--- src/rtl/ysyx_22050078_pipe_ctrl_pkg.sv ---
// Shared types for the five-stage pipeline sequencing controller.
// Stage vectors are ordered [3]=IF/ID, [2]=ID/EX, [1]=EX/MEM, [0]=MEM/WB.
package ysyx_22050078_pipe_ctrl_pkg;

  localparam logic [1:0] PCTL_BOOT     = 2'd0;
  localparam logic [1:0] PCTL_RUN      = 2'd1;
  localparam logic [1:0] PCTL_MEM_WAIT = 2'd2;
  localparam logic [1:0] PCTL_MDU_WAIT = 2'd3;

  typedef enum logic [1:0] {
    ST_BOOT     = PCTL_BOOT,
    ST_RUN      = PCTL_RUN,
    ST_MEM_WAIT = PCTL_MEM_WAIT,
    ST_MDU_WAIT = PCTL_MDU_WAIT
  } pctl_state_e;

  typedef struct packed {
    logic       pcwen;
    logic [3:0] wen;
    logic [3:0] bubble;
  } stage_ctrl_t;

  // A stage register that loads a NOP must never also advance.
  function automatic stage_ctrl_t mk_ctrl(input logic pcwen, input logic [3:0] wen,
                                          input logic [3:0] bubble);
    stage_ctrl_t c;
    c.pcwen  = pcwen;
    c.bubble = bubble;
    c.wen    = wen & ~bubble;
    return c;
  endfunction

endpackage

--- src/rtl/ysyx_22050078_lu_detect.sv ---
// Load-use hazard comparator: ID reads a register that the load in EX is about to write.
module ysyx_22050078_lu_detect (
  input  logic       rs1en,
  input  logic       rs2en,
  input  logic [4:0] rs1idx,
  input  logic [4:0] rs2idx,
  input  logic       memrd,
  input  logic [4:0] rdidx,
  output logic       load_use
);

  // x0 is hardwired, so a load targeting it never creates a dependency.
  assign load_use = memrd && (rdidx != 5'd0) &&
                    ((rs1en && (rs1idx == rdidx)) || (rs2en && (rs2idx == rdidx)));

endmodule

--- src/rtl/ysyx_22050078_pipe_ctrl.sv ---
// Pipeline sequencing controller: stage advance/bubble, PC enable, LSU/MDU
// start handshakes, redirect fetch discard and cycle/stall counters.
//
// state    | meaning
// BOOT     | first cycle out of reset, whole pipe bubbled
// RUN      | normal flow, may launch an LSU or MDU op
// MEM_WAIT | LSU access outstanding, waiting for i_lsu_done
// MDU_WAIT | mul/div outstanding, waiting for i_mdu_done
module ysyx_22050078_pipe_ctrl #(
  parameter int CNT_W = 64
) (
  input  logic             clk,
  input  logic             rst,
  input  logic             i_ifu_valid,
  input  logic             i_jump,
  input  logic             i_id_rs1en,
  input  logic             i_id_rs2en,
  input  logic [4:0]       i_id_rs1idx,
  input  logic [4:0]       i_id_rs2idx,
  input  logic             i_ex_memrd,
  input  logic [4:0]       i_ex_rdidx,
  input  logic             i_mdu_req,
  input  logic             i_mdu_done,
  input  logic             i_lsu_req,
  input  logic             i_lsu_done,
  output logic             o_pcwen,
  output logic             o_if2id_wen,
  output logic             o_id2ex_wen,
  output logic             o_ex2mem_wen,
  output logic             o_mem2wb_wen,
  output logic             o_if2id_bubble,
  output logic             o_id2ex_bubble,
  output logic             o_ex2mem_bubble,
  output logic             o_mem2wb_bubble,
  output logic             o_lsu_start,
  output logic             o_mdu_start,
  output logic [CNT_W-1:0] o_cyc_cnt,
  output logic [CNT_W-1:0] o_stall_cnt
);

  import ysyx_22050078_pipe_ctrl_pkg::*;

  pctl_state_e state, state_nxt;
  logic        drop, drop_nxt;
  logic        load_use, stall_mem, stall_ex;
  stage_ctrl_t ctrl;

  ysyx_22050078_lu_detect u_lu_detect (
    .rs1en   (i_id_rs1en),
    .rs2en   (i_id_rs2en),
    .rs1idx  (i_id_rs1idx),
    .rs2idx  (i_id_rs2idx),
    .memrd   (i_ex_memrd),
    .rdidx   (i_ex_rdidx),
    .load_use(load_use)
  );

  always_comb begin
    stall_mem   = ((state == ST_RUN) && i_lsu_req) || ((state == ST_MEM_WAIT) && !i_lsu_done);
    stall_ex    = i_mdu_req && !((state == ST_MDU_WAIT) && i_mdu_done);
    ctrl        = mk_ctrl(1'b0, 4'b0000, 4'b1111);
    state_nxt   = state;
    drop_nxt    = drop;
    o_lsu_start = 1'b0;
    o_mdu_start = 1'b0;

    if (state != ST_BOOT) begin
      if (stall_mem)
        ctrl = mk_ctrl(1'b0, 4'b0000, 4'b0001);
      else if (stall_ex)
        ctrl = mk_ctrl(1'b0, 4'b0001, 4'b0010);
      else if (load_use)
        ctrl = mk_ctrl(1'b0, 4'b0111, 4'b0100);
      else if (i_jump) begin
        // The fetch for the old PC is still outstanding unless it returned now.
        ctrl     = mk_ctrl(1'b1, 4'b0111, 4'b1000);
        drop_nxt = !i_ifu_valid;
      end else if (!i_ifu_valid || drop) begin
        ctrl = mk_ctrl(1'b0, 4'b0111, 4'b1000);
        if (drop && i_ifu_valid)
          drop_nxt = 1'b0;
      end else
        ctrl = mk_ctrl(1'b1, 4'b1111, 4'b0000);
    end

    case (state)
      ST_BOOT: state_nxt = ST_RUN;
      ST_RUN: begin
        if (i_lsu_req) begin
          state_nxt   = ST_MEM_WAIT;
          o_lsu_start = 1'b1;
        end else if (i_mdu_req) begin
          state_nxt   = ST_MDU_WAIT;
          o_mdu_start = 1'b1;
        end
      end
      ST_MEM_WAIT: if (i_lsu_done) state_nxt = ST_RUN;
      ST_MDU_WAIT: if (i_mdu_done) state_nxt = ST_RUN;
      default:     state_nxt = ST_BOOT;
    endcase

    if (rst) begin
      ctrl        = mk_ctrl(1'b0, 4'b0000, 4'b1111);
      o_lsu_start = 1'b0;
      o_mdu_start = 1'b0;
    end
  end

  assign o_pcwen         = ctrl.pcwen;
  assign o_if2id_wen     = ctrl.wen[3];
  assign o_id2ex_wen     = ctrl.wen[2];
  assign o_ex2mem_wen    = ctrl.wen[1];
  assign o_mem2wb_wen    = ctrl.wen[0];
  assign o_if2id_bubble  = ctrl.bubble[3];
  assign o_id2ex_bubble  = ctrl.bubble[2];
  assign o_ex2mem_bubble = ctrl.bubble[1];
  assign o_mem2wb_bubble = ctrl.bubble[0];

  always_ff @(posedge clk) begin
    if (rst) begin
      state       <= ST_BOOT;
      drop        <= 1'b0;
      o_cyc_cnt   <= '0;
      o_stall_cnt <= '0;
    end else begin
      state <= state_nxt;
      drop  <= drop_nxt;
      if (state != ST_BOOT) begin
        o_cyc_cnt <= o_cyc_cnt + CNT_W'(1);
        if (!ctrl.pcwen)
          o_stall_cnt <= o_stall_cnt + CNT_W'(1);
      end
    end
  end

endmodule
--- config.mk ---
export PLATFORM = sky130hd
export DESIGN_NAME = ysyx_22050078_pipe_ctrl
export DESIGN_NICKNAME = d
export VERILOG_FILES = /design/src/rtl/ysyx_22050078_pipe_ctrl_pkg.sv /design/src/rtl/ysyx_22050078_lu_detect.sv /design/src/rtl/ysyx_22050078_pipe_ctrl.sv
export SDC_FILE = /design/constraint.sdc
export NUM_CORES = 1
export LEC_CHECK = 0
export CAP_MARGIN = 40
export CORE_MARGIN = 3
export CORE_UTILIZATION = 50
export DETAILED_ROUTE_END_ITERATION = 8
export GPL_TIMING_DRIVEN = 0
export PLACE_DENSITY = 0.81
export SLEW_MARGIN = 0
export SYNTH_ARGS = -nofsm -noshare
export SYNTH_HDL_FRONTEND = slang
export SYNTH_SLANG_ARGS = --single-unit
--- constraint.sdc ---
create_clock -name clk -period 2.6 [get_ports clk]
set_input_delay 0.39 -clock clk [delete_from_list [all_inputs] [get_ports clk]]
set_output_delay 0.39 -clock clk [all_outputs]
set_load 0.005 [all_outputs]
==> results.toml <==
[clock_tree]
cts_max_level = 4
cts_made_buffers = 17
clkSlewWorstSetupHoldPaths_ns = 0.05
cts_buffer_depth = 2
cts_tree = "built"
postCtsHoldBufs = 0
cts_sinks = 131
worstSkewPairLatency_ns = 0.42
cts-root-buf = "clkbuf_16"

[yosys]
synthXorXnorAreaFrac_pct = 8.473
synth_edf_count = 0
synth.net_count = 861
synthesis.area_um2 = 6719
synthArstFlopShare_pct = 0
synth_area_leaders = "dfxtp_1, xnor2_1, a21oi_1"
synthDistinctLibCells = 54
synth_top_area_share_pct = 39.03
synth_top_cell_by_area = "dfxtp_1"
synth_fa_ha_area_share_pct = 0.3724
synth_seq_area_share_pct = 39.03
synth-compound-area-share_pct = 13.05
yosysWarnings = 0
yosys.area_share.simple_pct = 33.78
syn-instance-count = 833
synth_ff_type = "dfxtp_1"
avgSynthCellArea_um2 = 8.066
synth_top_family_by_area = "simple AND/OR/NAND/NOR gates"
synth_seq_cells = 131
synth.area.mux_share_pct = 1.639

[setup_path]
r2r_cells = 9
cp.arrival_ns = 2.20
critPathSlowestCell = "clkdlybuf4s50_1"
crit_required_ns = 2.21
critPathMaxStageDelay_ns = 0.51
cp-start-kind = "input port"
cp_cell_sequence = "clkdlybuf4s50_1 -> or3b_4 -> o211a_4 -> nand3_1 -> a21oi_4 -> clkbuf_8 -> clkbuf_16 -> clkdlybuf4s15_2"
r2r-end = "o_stall_cnt[56]"
r2r_slack_ns = 0.08
critPathCaptureType = "primary output"
crit_type = "in2out"
crit_fanout = 10
r2r_start = "state[0]"

[hold_path]
min_from = "o_stall_cnt[39]"
worst_hold_path.endpoint = "o_stall_cnt[39]"
hold_class = "reg2reg"
holdPathStages = 2

[routing]
num_vias = 7237
first_iter_violations = 759
ant_nets = 0
drc = 0
avgRoutedWirePerCell_um = 17.40
drt-total-wl_um = 21070
viasPerCell = 5.976
dr.pass1.iters = 5

[die]
die_w_um = 121.9
start_util_pct = 52.18
die_y_um = 121.9
rows = 41
core_area_um2 = 12880
die_area_um2 = 14860
ioPinCount = 165

[sta]
finalSetupViolCount = 0
hold_viol = 0
fin_crit_sh_pct = 99.76
slew_violations = 0
holdWs_ns = 0.4971
fin_skew_ns = 0.005462
slew_headroom_pct = 56.47
max_clock_freq_mhz = 385.5
worstMarginPinSlew_ns = 0.6439
period_needed_ns = 2.594

[run_status]
run_status = "completed"

[global_route]
grt_max_degree = 17
grt_pass1_vias = 6827
antenna_found_initial = 0
grt_usage_pct = 28.48
grt_overflow = 0
grt_pass1_wl_um = 33960

[power]
p_per_area_nw_per_um2 = 495.4
p_leak_uw = 0.003039
peakVddDrop_v = 0.0004278
total_power_uw = 4662

[layout]
n_antenna_cell = 0
layout-drive-gt1-share_pct = 9.817
fin_nets = 1055
area_delta_synth_final_pct = 40.06

[placement]
globalplace.congestion = 0.8893
dp_hpwl_um = 14760
port_buffers = 163

[job]
maxCapViolations = 0
==> area by class of cell <==
cell class / instances / area [um^2]
Buffer: 43 / 225.2
Clock buffer: 26 / 499.2
Clock inverter: 5 / 50.05
Fill cell: 994 / 3466
Inverter: 17 / 63.81
Multi-Input combinational cell: 642 / 4006
Sequential cell: 131 / 2625
Tap cell: 172 / 215.2
Timing Repair Buffer: 175 / 1725
==> cell families (layout without fill, tap and decap cells) <==
group,Yosys count,after routing
multiplexers,10,10
AO/OA/AOI/OAI,155,155
adder cells (fa/ha/maj),2,2
buffers and inverters,60,266
flip-flops,131,131
AND/OR/NAND/NOR,410,410
XOR/XNOR,65,65
==> power breakdown <==
part	leakage, uW	internal (uW)	switching [uW]
combinational	0.00171	152	215
clock	0.000274	1400	845
sequential	0.00106	2020	22.7
==> critical path, delay by kind of cell <==
family	cells	cell delay (ns)
AND/OR/NAND/NOR	2	0.58
buffers and inverters	4	1.00
AO/OA/AOI/OAI	2	0.22
==> what timing repair did <==
action,in CTS,in global routing
resized for setup,41,28
setup buffers,8,3
pin swaps,7,6
setup endpoints to repair,71,66
==> through the flow <==
stage | worst slack [ns] | utilization [%] | TNS (ns) | area, um^2 | cells
4_1_cts | 0.01752 | 72.25 | 0 | 9303 | 1208
3_5_place_dp | -1.281 | 66.55 | -41.97 | 8569 | 1169
6_report | 0.006281 | 73.08 | 0 | 9410 | 1211
2_1_floorplan | 0.2879 | - | 0 | 6719 | 833
3_3_place_gp | -1.273 | 66.52 | -40.62 | 8566 | 1168
5_1_grt | -0.02776 | 73.08 | -0.05031 | 9410 | 1211
==> worst max-delay path by stage <==
stage	start	end	slack, ns
floorplan	o_stall_cnt[26]	o_stall_cnt[63]	0.29
global placement	i_ex_rdidx[0]	o_pcwen	-1.27
detailed placement	i_ex_rdidx[0]	o_pcwen	-1.28
CTS	i_ex_rdidx[1]	o_pcwen	0.02
global route	o_stall_cnt[1]	o_stall_cnt[52]	-0.03
finish	i_lsu_done	o_pcwen	0.006
==> per-layer routing <==
metal  global-route usage (%)  routed length [um]  share of wire (%)  up-vias
met5                        0                   0                  0        -
met4                    10.36                 469                2.2        0
met3                    6.500                1611                7.6       48
met2                    46.82               10160                 48      309
met1                    36.73                8828                 42     3446
li1                         -                   -                  -     3434
==> registers in the layout, summed over array words and instances, names as in the netlist <==
| signal | flops |
|---|---|
| o_cyc_cnt | 64 |
| o_stall_cnt | 64 |
| state | 2 |
| drop | 1 |
==> cells in the final DEF, fill, tap and decap left out, types with 4 or more instances in the layout <==
cell type,n
xnor2_1,44
mux2_2,8
nand2_1,61
clkbuf_2,7
inv_1,16
nor2b_1,8
or3_1,42
clkbuf_1,27
nor2_1,87
and2_1,10
nand2b_1,5
o31ai_1,23
nor4_4,4
dlygate4sd2_1,7
nand3_1,47
buf_2,5
or2_2,6
nor3b_1,4
a21oi_1,67
and4_1,8
o21ai_0,43
nor4_1,14
buf_4,13
nor3_1,13
clkinv_2,4
clkbuf_16,18
dfxtp_1,129
and3_1,13
nor4b_1,4
clkbuf_8,5
or4_1,24
buf_1,4
nand4_1,40
clkdlybuf4s50_1,153
xor2_1,21
==> synth_stat cells (all sizes together) (23+ instances only) <==
cell	n
xnor2	44
or4	25
nand3	47
dfxtp	131
nor2	88
nand2	62
o21ai	47
nand4	43
o31ai	23
or3	45
clkbuf	33
a21oi	70
Power figures use the tool's default switching activity.
